--- config.mk ---
export PLATFORM = sky130hd
export DESIGN_NAME = stream_demux_1to4
export DESIGN_NICKNAME = d
export VERILOG_FILES = /design/src/rtl/stream_demux_1to4.sv
export SDC_FILE = /design/constraint.sdc
export NUM_CORES = 1
export LEC_CHECK = 0
export ABC_AREA = 1
export CELL_PAD_IN_SITES_DETAIL_PLACEMENT = 1
export CELL_PAD_IN_SITES_GLOBAL_PLACEMENT = 1
export CORE_MARGIN = 2
export CORE_UTILIZATION = 36
export DETAILED_ROUTE_END_ITERATION = 10
export GPL_ROUTABILITY_DRIVEN = 0
export GPL_TIMING_DRIVEN = 0
export PLACE_DENSITY = 0.84
export SLEW_MARGIN = 20
export SYNTH_ARGS = -nofsm -noshare
export SYNTH_HDL_FRONTEND = slang
export SYNTH_SLANG_ARGS = --single-unit
--- constraint.sdc ---
create_clock -name clk -period 2 [get_ports clk]
set_clock_uncertainty 0.15 [all_clocks]
set_input_delay 0.2 -clock clk [delete_from_list [all_inputs] [get_ports clk]]
set_output_delay 0.2 -clock clk [all_outputs]
set_load 0.02 [all_outputs]
--- src/rtl/stream_demux_1to4.sv ---
// stream_demux_1to4: packet-aware 1:4 valid/ready demultiplexer.
// The destination is taken from sel on the first beat of a packet and held
// until the last beat is accepted. Each output lane owns a one-entry
// registered stage and a completed-packet counter.

// One output lane: a single-entry register slice plus a packet counter.
module stream_demux_lane #(
   parameter int WIDTH = 8,
   parameter int CNT_W = 8
) (
   input  logic             clk,
   input  logic             rst_n,
   input  logic             wr_en,
   input  logic [WIDTH-1:0] wr_data,
   input  logic             wr_last,
   input  logic             out_ready,
   output logic             out_valid,
   output logic [WIDTH-1:0] out_data,
   output logic             out_last,
   output logic [CNT_W-1:0] pkt_cnt
);

   logic             valid_q, valid_d;
   logic [WIDTH-1:0] data_q, data_d;
   logic             last_q, last_d;
   logic [CNT_W-1:0] cnt_q, cnt_d;
   logic             fire;

   assign fire = valid_q & out_ready;

   // Load on write (which may coincide with a drain), else clear on drain.
   // Data and last only change on a write, so they stay put while stalled.
   always_comb begin
      valid_d = valid_q;
      data_d  = data_q;
      last_d  = last_q;
      cnt_d   = cnt_q;
      if (wr_en) begin
         valid_d = 1'b1;
         data_d  = wr_data;
         last_d  = wr_last;
      end else if (fire) begin
         valid_d = 1'b0;
      end
      if (fire & last_q)
         cnt_d = cnt_q + 1'b1;
   end

   // Lane state registers.
   always_ff @(posedge clk or negedge rst_n) begin
      if (!rst_n) begin
         valid_q <= 1'b0;
         data_q  <= '0;
         last_q  <= 1'b0;
         cnt_q   <= '0;
      end else begin
         valid_q <= valid_d;
         data_q  <= data_d;
         last_q  <= last_d;
         cnt_q   <= cnt_d;
      end
   end

   assign out_valid = valid_q;
   assign out_data  = data_q;
   assign out_last  = last_q;
   assign pkt_cnt   = cnt_q;

endmodule

module stream_demux_1to4 #(
   parameter int WIDTH = 8,
   parameter int CNT_W = 8
) (
   input  logic               clk,
   input  logic               rst_n,
   input  logic [WIDTH-1:0]   in_data,
   input  logic               in_valid,
   input  logic               in_last,
   output logic               in_ready,
   input  logic [1:0]         sel,
   output logic [4*WIDTH-1:0] out_data,
   output logic [3:0]         out_valid,
   output logic [3:0]         out_last,
   input  logic [3:0]         out_ready,
   output logic               busy,
   output logic [1:0]         lock_sel,
   output logic [4*CNT_W-1:0] pkt_cnt
);

   typedef enum logic {
      IDLE   = 1'b0,
      LOCKED = 1'b1
   } state_t;

   state_t     state_q, state_d;
   logic [1:0] lock_sel_q, lock_sel_d;
   logic [1:0] target;
   logic       accept;
   logic [3:0] wr_en;

   // Target is live sel between packets, the latched lane inside one.
   // in_ready looks only at the target lane so a stalled lane elsewhere
   // never throttles the input, and a draining target can refill at once.
   always_comb begin
      target   = (state_q == LOCKED) ? lock_sel_q : sel;
      in_ready = ~out_valid[target] | out_ready[target];
      accept   = in_valid & in_ready;
      wr_en    = accept ? (4'b0001 << target) : 4'b0000;
   end

   // Packet framing: a non-last beat from IDLE locks the lane; any last beat
   // returns to IDLE. lock_sel also records single-beat destinations.
   always_comb begin
      state_d    = state_q;
      lock_sel_d = lock_sel_q;
      if (accept) begin
         if (state_q == IDLE)
            lock_sel_d = sel;
         state_d = in_last ? IDLE : LOCKED;
      end
   end

   // Framing state registers.
   always_ff @(posedge clk or negedge rst_n) begin
      if (!rst_n) begin
         state_q    <= IDLE;
         lock_sel_q <= 2'd0;
      end else begin
         state_q    <= state_d;
         lock_sel_q <= lock_sel_d;
      end
   end

   assign busy     = (state_q == LOCKED);
   assign lock_sel = lock_sel_q;

   for (genvar k = 0; k < 4; k++) begin : g_lane
      stream_demux_lane #(
         .WIDTH (WIDTH),
         .CNT_W (CNT_W)
      ) u_lane (
         .clk       (clk),
         .rst_n     (rst_n),
         .wr_en     (wr_en[k]),
         .wr_data   (in_data),
         .wr_last   (in_last),
         .out_ready (out_ready[k]),
         .out_valid (out_valid[k]),
         .out_data  (out_data[k*WIDTH +: WIDTH]),
         .out_last  (out_last[k]),
         .pkt_cnt   (pkt_cnt[k*CNT_W +: CNT_W])
      );
   end

endmodule

# [Word level (Yosys, flattened, before mapping)]
# Cells that the tools add are included.
[totals] regBits=75 out_inout_bits=76 inputBits=18 word_cells=54
[classes] bitwise_logic=11 reduce_logical=4 order_cmp=1 shift=1 n_addsub=4 n_mux=15
[ops] cell="$add A8 B1 Y8 const B" n=4
[ops] cell="$mux W1" n=11
[ops] cell="$and A1 B1 Y1" n=9
[ops] cell="$reduce_bool A2 Y1" n=4
[ops] cell="$bmux W1 S2" n=2
[ops] cell="$mux W4" n=1
[ops] cell="$shl A1 B2 Y4 const A" n=1
[ops] cell="$lt A2 B3 Y1 const B" n=1
[ops] cell="$mux W2" n=1
[ops] cell="$not A1 Y1" n=1
[ops] cell="$or A1 B1 Y1" n=1

# [Depth between registers and ports, before layout]
[depth] depth_word=8 depth_mapped=12 depth_no_buf=11

# [Modules after synthesis]
# A second synthesis with hierarchy kept.
[hier_totals] hier_cells=433 area_unflattened_um2=3567.2
[by_module_without_submodules] mod="stream_demux_lane" seq_area_each_um2=450.4 cells_each=95 instances=4 area_per_inst_um2=808.3
[by_module_without_submodules] mod="stream_demux_1to4" seq_area_each_um2=75.1 cells_each=53 instances=1 area_per_inst_um2=334.1

# [Worst setup path after synthesis]
# Ideal clock, no wire load.
[synth_timing] path_kind="reg2reg" startpoint="reg state_q, in the netlist busy" endpoint="reg g_lane[1].u_lane.data_q[0]" setup_slack_ns=0.263 period_less_slack_ns=1.737 arrival_time_ns=1.470 path_stages_with_launch=13 n_path_buf=1 path_cell_list="dfrtp_1 inv_2 nand2_1 nand2_2 nand2_1 nand2_1 nand2_1 nand2_1 nand2_2 buf_6 nand3_4 nand2_1 nand2_1"
[synth_via] elab_chain_len=7
[synth_rtl] element="start: declaration" line_no="96" rtl="state_t state_q, state_d;"
[synth_rtl] element="start signal: assignment" line_no="130" rtl="state_q <= state_d;"
[synth_rtl] element="$mux W2 (*)"
[synth_rtl] element="$bmux W1 S2" line_no="107" rtl="in_ready = ~out_valid[target] | out_ready[target];"
[synth_rtl] element="$mux W1 (implied by the code)" line_no="107"
[synth_rtl] element="$not A1 Y1" line_no="107"
[synth_rtl] element="$or A1 B1 Y1" line_no="107"
[synth_rtl] element="$and A1 B1 Y1" line_no="108" rtl="accept = in_valid & in_ready;"
[synth_rtl] element="$mux W4 (*)" line_no="109" rtl="wr_en = accept ? (4'b0001 << target) : 4'b0000;"
[synth_rtl] element="end signal: assignment" line_no="58" rtl="data_q <= data_d;"
[synth_rtl] element="end: declaration" line_no="24" rtl="logic [WIDTH-1:0] data_q, data_d;"
# Every way passes the cells marked *; elsewhere a longest branch is shown, timed or not. The select of a mux whose other input is x is not followed.
# A chain may end at the register's enable or synchronous reset.

# [Final worst setup path]
[layout_timing] startpoint="reg state_q, in the netlist busy" endpoint="out in_ready"
[layout_via] elab_chain_len=5
[layout_rtl] element="$mux W2 (*)"
[layout_rtl] element="$bmux W1 S2" line_no="107"
[layout_rtl] element="$mux W1 (implied by the code)" line_no="107"
[layout_rtl] element="$not A1 Y1" line_no="107"
[layout_rtl] element="$or A1 B1 Y1 (*)" line_no="107"
[layout_rtl] element="end: declaration" line_no="80" rtl="output logic in_ready,"
# Marked as above.

==> impl_metrics.env <==
export IMPL_drt_initial_drc_count=95
export IMPL_final_area_um2=4947
export IMPL_fin_nets=485
export IMPL_antenna_found_initial=0
export IMPL_design_die_area_um2=10070
export IMPL_die_h_um=100.3
export IMPL_setup_slack_ps=-4.088
export IMPL_clk_latency_ps=350
export IMPL_final_common_cell="clkdlybuf4s50_1"
export IMPL_syn_num_nets=369
export IMPL_clkSinkCount=75
export IMPL_io_pin_count=94
export IMPL_layout_common_cells="clkdlybuf4s50_1, nand2_1, dfrtp_1"
export IMPL_netlist_area_leader_share_pct=56.18
export IMPL_via_per_inst=5.143
export IMPL_avgSynthCellArea_um2=9.627
export IMPL_cellPowerDensity_nw_per_um2=1604
export IMPL_fmax_mhz=499.0
export IMPL_worstMarginPinSlew_ps=1025
export IMPL_grt_pass1_vias=3133
export IMPL_ir_worst_vdd_mv=0.8561
export IMPL_cts_tree="done"
export IMPL_vias=2978
export IMPL_maxCapViolCount=0
export IMPL_synth_seq_cells=75
export IMPL_rows=35
export IMPL_drive_above_1_share_pct=18.80
export IMPL_hold_viol=0
export IMPL_crit_type="register to primary output"
export IMPL_power_leakage_nw=2.326
export IMPL_synthCells=347
export IMPL_dp_hpwl_um=6797
export IMPL_port_buffers=92
export IMPL_violations="negative setup slack"
export IMPL_synthFlopType="dfrtp_1"
export IMPL_fill_cells=1040
export IMPL_max_stage_delay_ps=480
export IMPL_placed_cell_area_um2=4425
export IMPL_cp_required_ps=1650
export IMPL_drt_pass1_iter_count=4
export IMPL_worstSetupEndpointType="primary output"
export IMPL_synth_area_um2=3341
export IMPL_ys_types=26
export IMPL_ys_warn_count=0
export IMPL_crit_path_cell_trace="nand2_1 > nand2_4 > nand3_2 > nand2_1 > nor2_2 > nand2_4 > buf_6 > buf_6"
export IMPL_fin_crit_ps=2004
export IMPL_drc_errors=0
export IMPL_cp_arrival_ps=1650
export IMPL_drv_slew=0
export IMPL_dp_worst_setup_slack_ps=-519.9
export IMPL_worst_setup_path_start_kind="register"
export IMPL_areaGrowthSynthToFinish_pct=48.09
export IMPL_grt_first_pass_wirelength_um=15750
export IMPL_finalSetupViolCount=1
export IMPL_rr_worst_depth=7
export IMPL_initial_core_util_pct=36.68
export IMPL_synth_edff_count=0
export IMPL_cts_max_level=3
export IMPL_cts_root_buf="clkbuf_8"
export IMPL_ys_seq_area_share_pct=56.18
export IMPL_rsz0062_at_grt="true"
export IMPL_wl_per_cell_um=17.71
export IMPL_cts_buffer_depth=2
export IMPL_grt_overflow_total=0
export IMPL_crit_slowest_cell="dfrtp_2"
export IMPL_slew_limit_headroom_pct=31.69
export IMPL_yosys_top_cells_area="dfrtp_1, nand2_1, nand4_1"
export IMPL_die_w_um=100.3
export IMPL_n_antenna_cell=0
export IMPL_clk_pin_slew_ps=80
export IMPL_worst_path_max_fanout=7
export IMPL_wl_um=10260
export IMPL_yosysTopAreaCell="dfrtp_1"
export IMPL_core_area_um2=9109
export IMPL_grtUsageTotal_pct=19.92
export IMPL_numCtsBuffers=9
export IMPL_finalCritPeriodShare_pct=100.2
export IMPL_synth_async_reset_ratio_pct=100.0
export IMPL_ant_nets=0
export IMPL_min_path_type="input pin to async pin"
export IMPL_grt_start_max_net_pins=52
export IMPL_status="finished, violations left"
-- layer usage --
| metal | wire length, um | global-route usage (%) | vias up | part of all wire, % |
|---|---|---|---|---|
| li1 | - | - | 1383 | - |
| met5 | 0 | 0 | - | 0 |
| met1 | 4278 | 25.00 | 1487 | 42 |
| met4 | 136 | 6.322 | 0 | 1.3 |
| met3 | 562 | 5.223 | 16 | 5.5 |
| met2 | 5279 | 33.61 | 92 | 51 |
-- Yosys cell counts (2+ instances only) --
master,instances
clkbuf_1,4
xnor2_1,13
inv_1,19
buf_2,3
nand3_4,3
nand4_1,40
xor2_1,13
nand2_2,4
ha_1,4
mux2_2,4
buf_1,2
o21ai_1,3
and3_1,2
nor2_2,4
nand3_1,14
nand2_1,107
buf_4,8
dfrtp_1,75
nor2_1,15
o21ai_0,4
-- layout make-up --
cell class	count	area [um^2]	area share, %
sequential	75	1878	37.96
multi-input combinational	237	1433	28.96
timing repair buffer	102	1047	21.17
clock buffer	13	178.9	3.617
tap	111	138.9	2.807
buffer	18	126.4	2.554
inverter	20	77.57	1.568
clock inverter	3	67.56	1.366
-- where the power goes --
group / total, W / internal (W) / switching, W
sequential: 0.00256 / 0.00206 / 0.000496
combinational: 0.00397 / 0.00179 / 0.00218
clock: 0.00141 / 0.000840 / 0.000575
total: 0.00794 / 0.00469 / 0.00325
-- state kept, by name, indices dropped and copies added, names as in the netlist --
register and count:
g_lane.u_lane.out_last 4, lock_sel 2, g_lane.u_lane.out_valid 4, g_lane.u_lane.out_data 32, busy 1, g_lane.u_lane.pkt_cnt 32
-- through the flow --
| stage | instances | utilization [%] | TNS (ps) | total power, W | hold WS (ps) |
|---|---|---|---|---|---|
| 5_1_grt | 579 | 54.31 | -2369 | 0.008419 | 164.2 |
| 3_3_place_gp | 550 | 48.31 | -154720 | 0.005823 | 306.1 |
| 6_report | 579 | 54.31 | -4.088 | 0.007935 | 150.8 |
| 2_1_floorplan | 347 | - | 0 | 0.004344 | -245.6 |
| 4_1_cts | 574 | 52.38 | -20.33 | 0.007582 | 155.4 |
| 3_5_place_dp | 551 | 48.59 | -2561 | 0.005962 | -12.37 |
-- timing repair --
item,4_1_cts,5_1_grt
pin swaps,7,7
gates resized for setup,20,30
cloned,0,4
hold endpoints to repair,75,0
setup endpoints to repair,1,41
hold buffers,1,0
setup buffers,6,1
-- worst paths after layout --
check / start / endpoint / slack (ps)
max: busy / in_ready / -4
min: rst_n / g_lane[2].u_lane.pkt_cnt[6] / 150
max reg2reg: busy / g_lane[3].u_lane.out_data[5] / 10
min reg2reg: g_lane[0].u_lane.out_data[0] / g_lane[0].u_lane.out_data[0] / 330
max in group asynchronous: rst_n / busy / 970
min in group clk: in_valid / g_lane[0].u_lane.out_data[7] / 260
-- critical path: cells and delay by family (launching register included) --
family / cells / cell delay [ps]
and+or+nand+nor: 6 / 580
buffers and inverters: 2 / 240
DFF: 1 / 480
-- cells by family (layout without fill, tap and decap cells) --
logic type / count (synthesis) / after routing / share of synthesized area [%]
xor+xnor: 26 / 26 / 6.817
compound gates: 8 / 8 / 1.198
buf+inv: 38 / 156 / 5.505
flops: 75 / 75 / 56.18
simple gates: 192 / 195 / 27.45
mux: 4 / 4 / 1.348
fa+ha+maj: 4 / 4 / 1.498
Note: power is estimated with default switching activity, not from simulation.
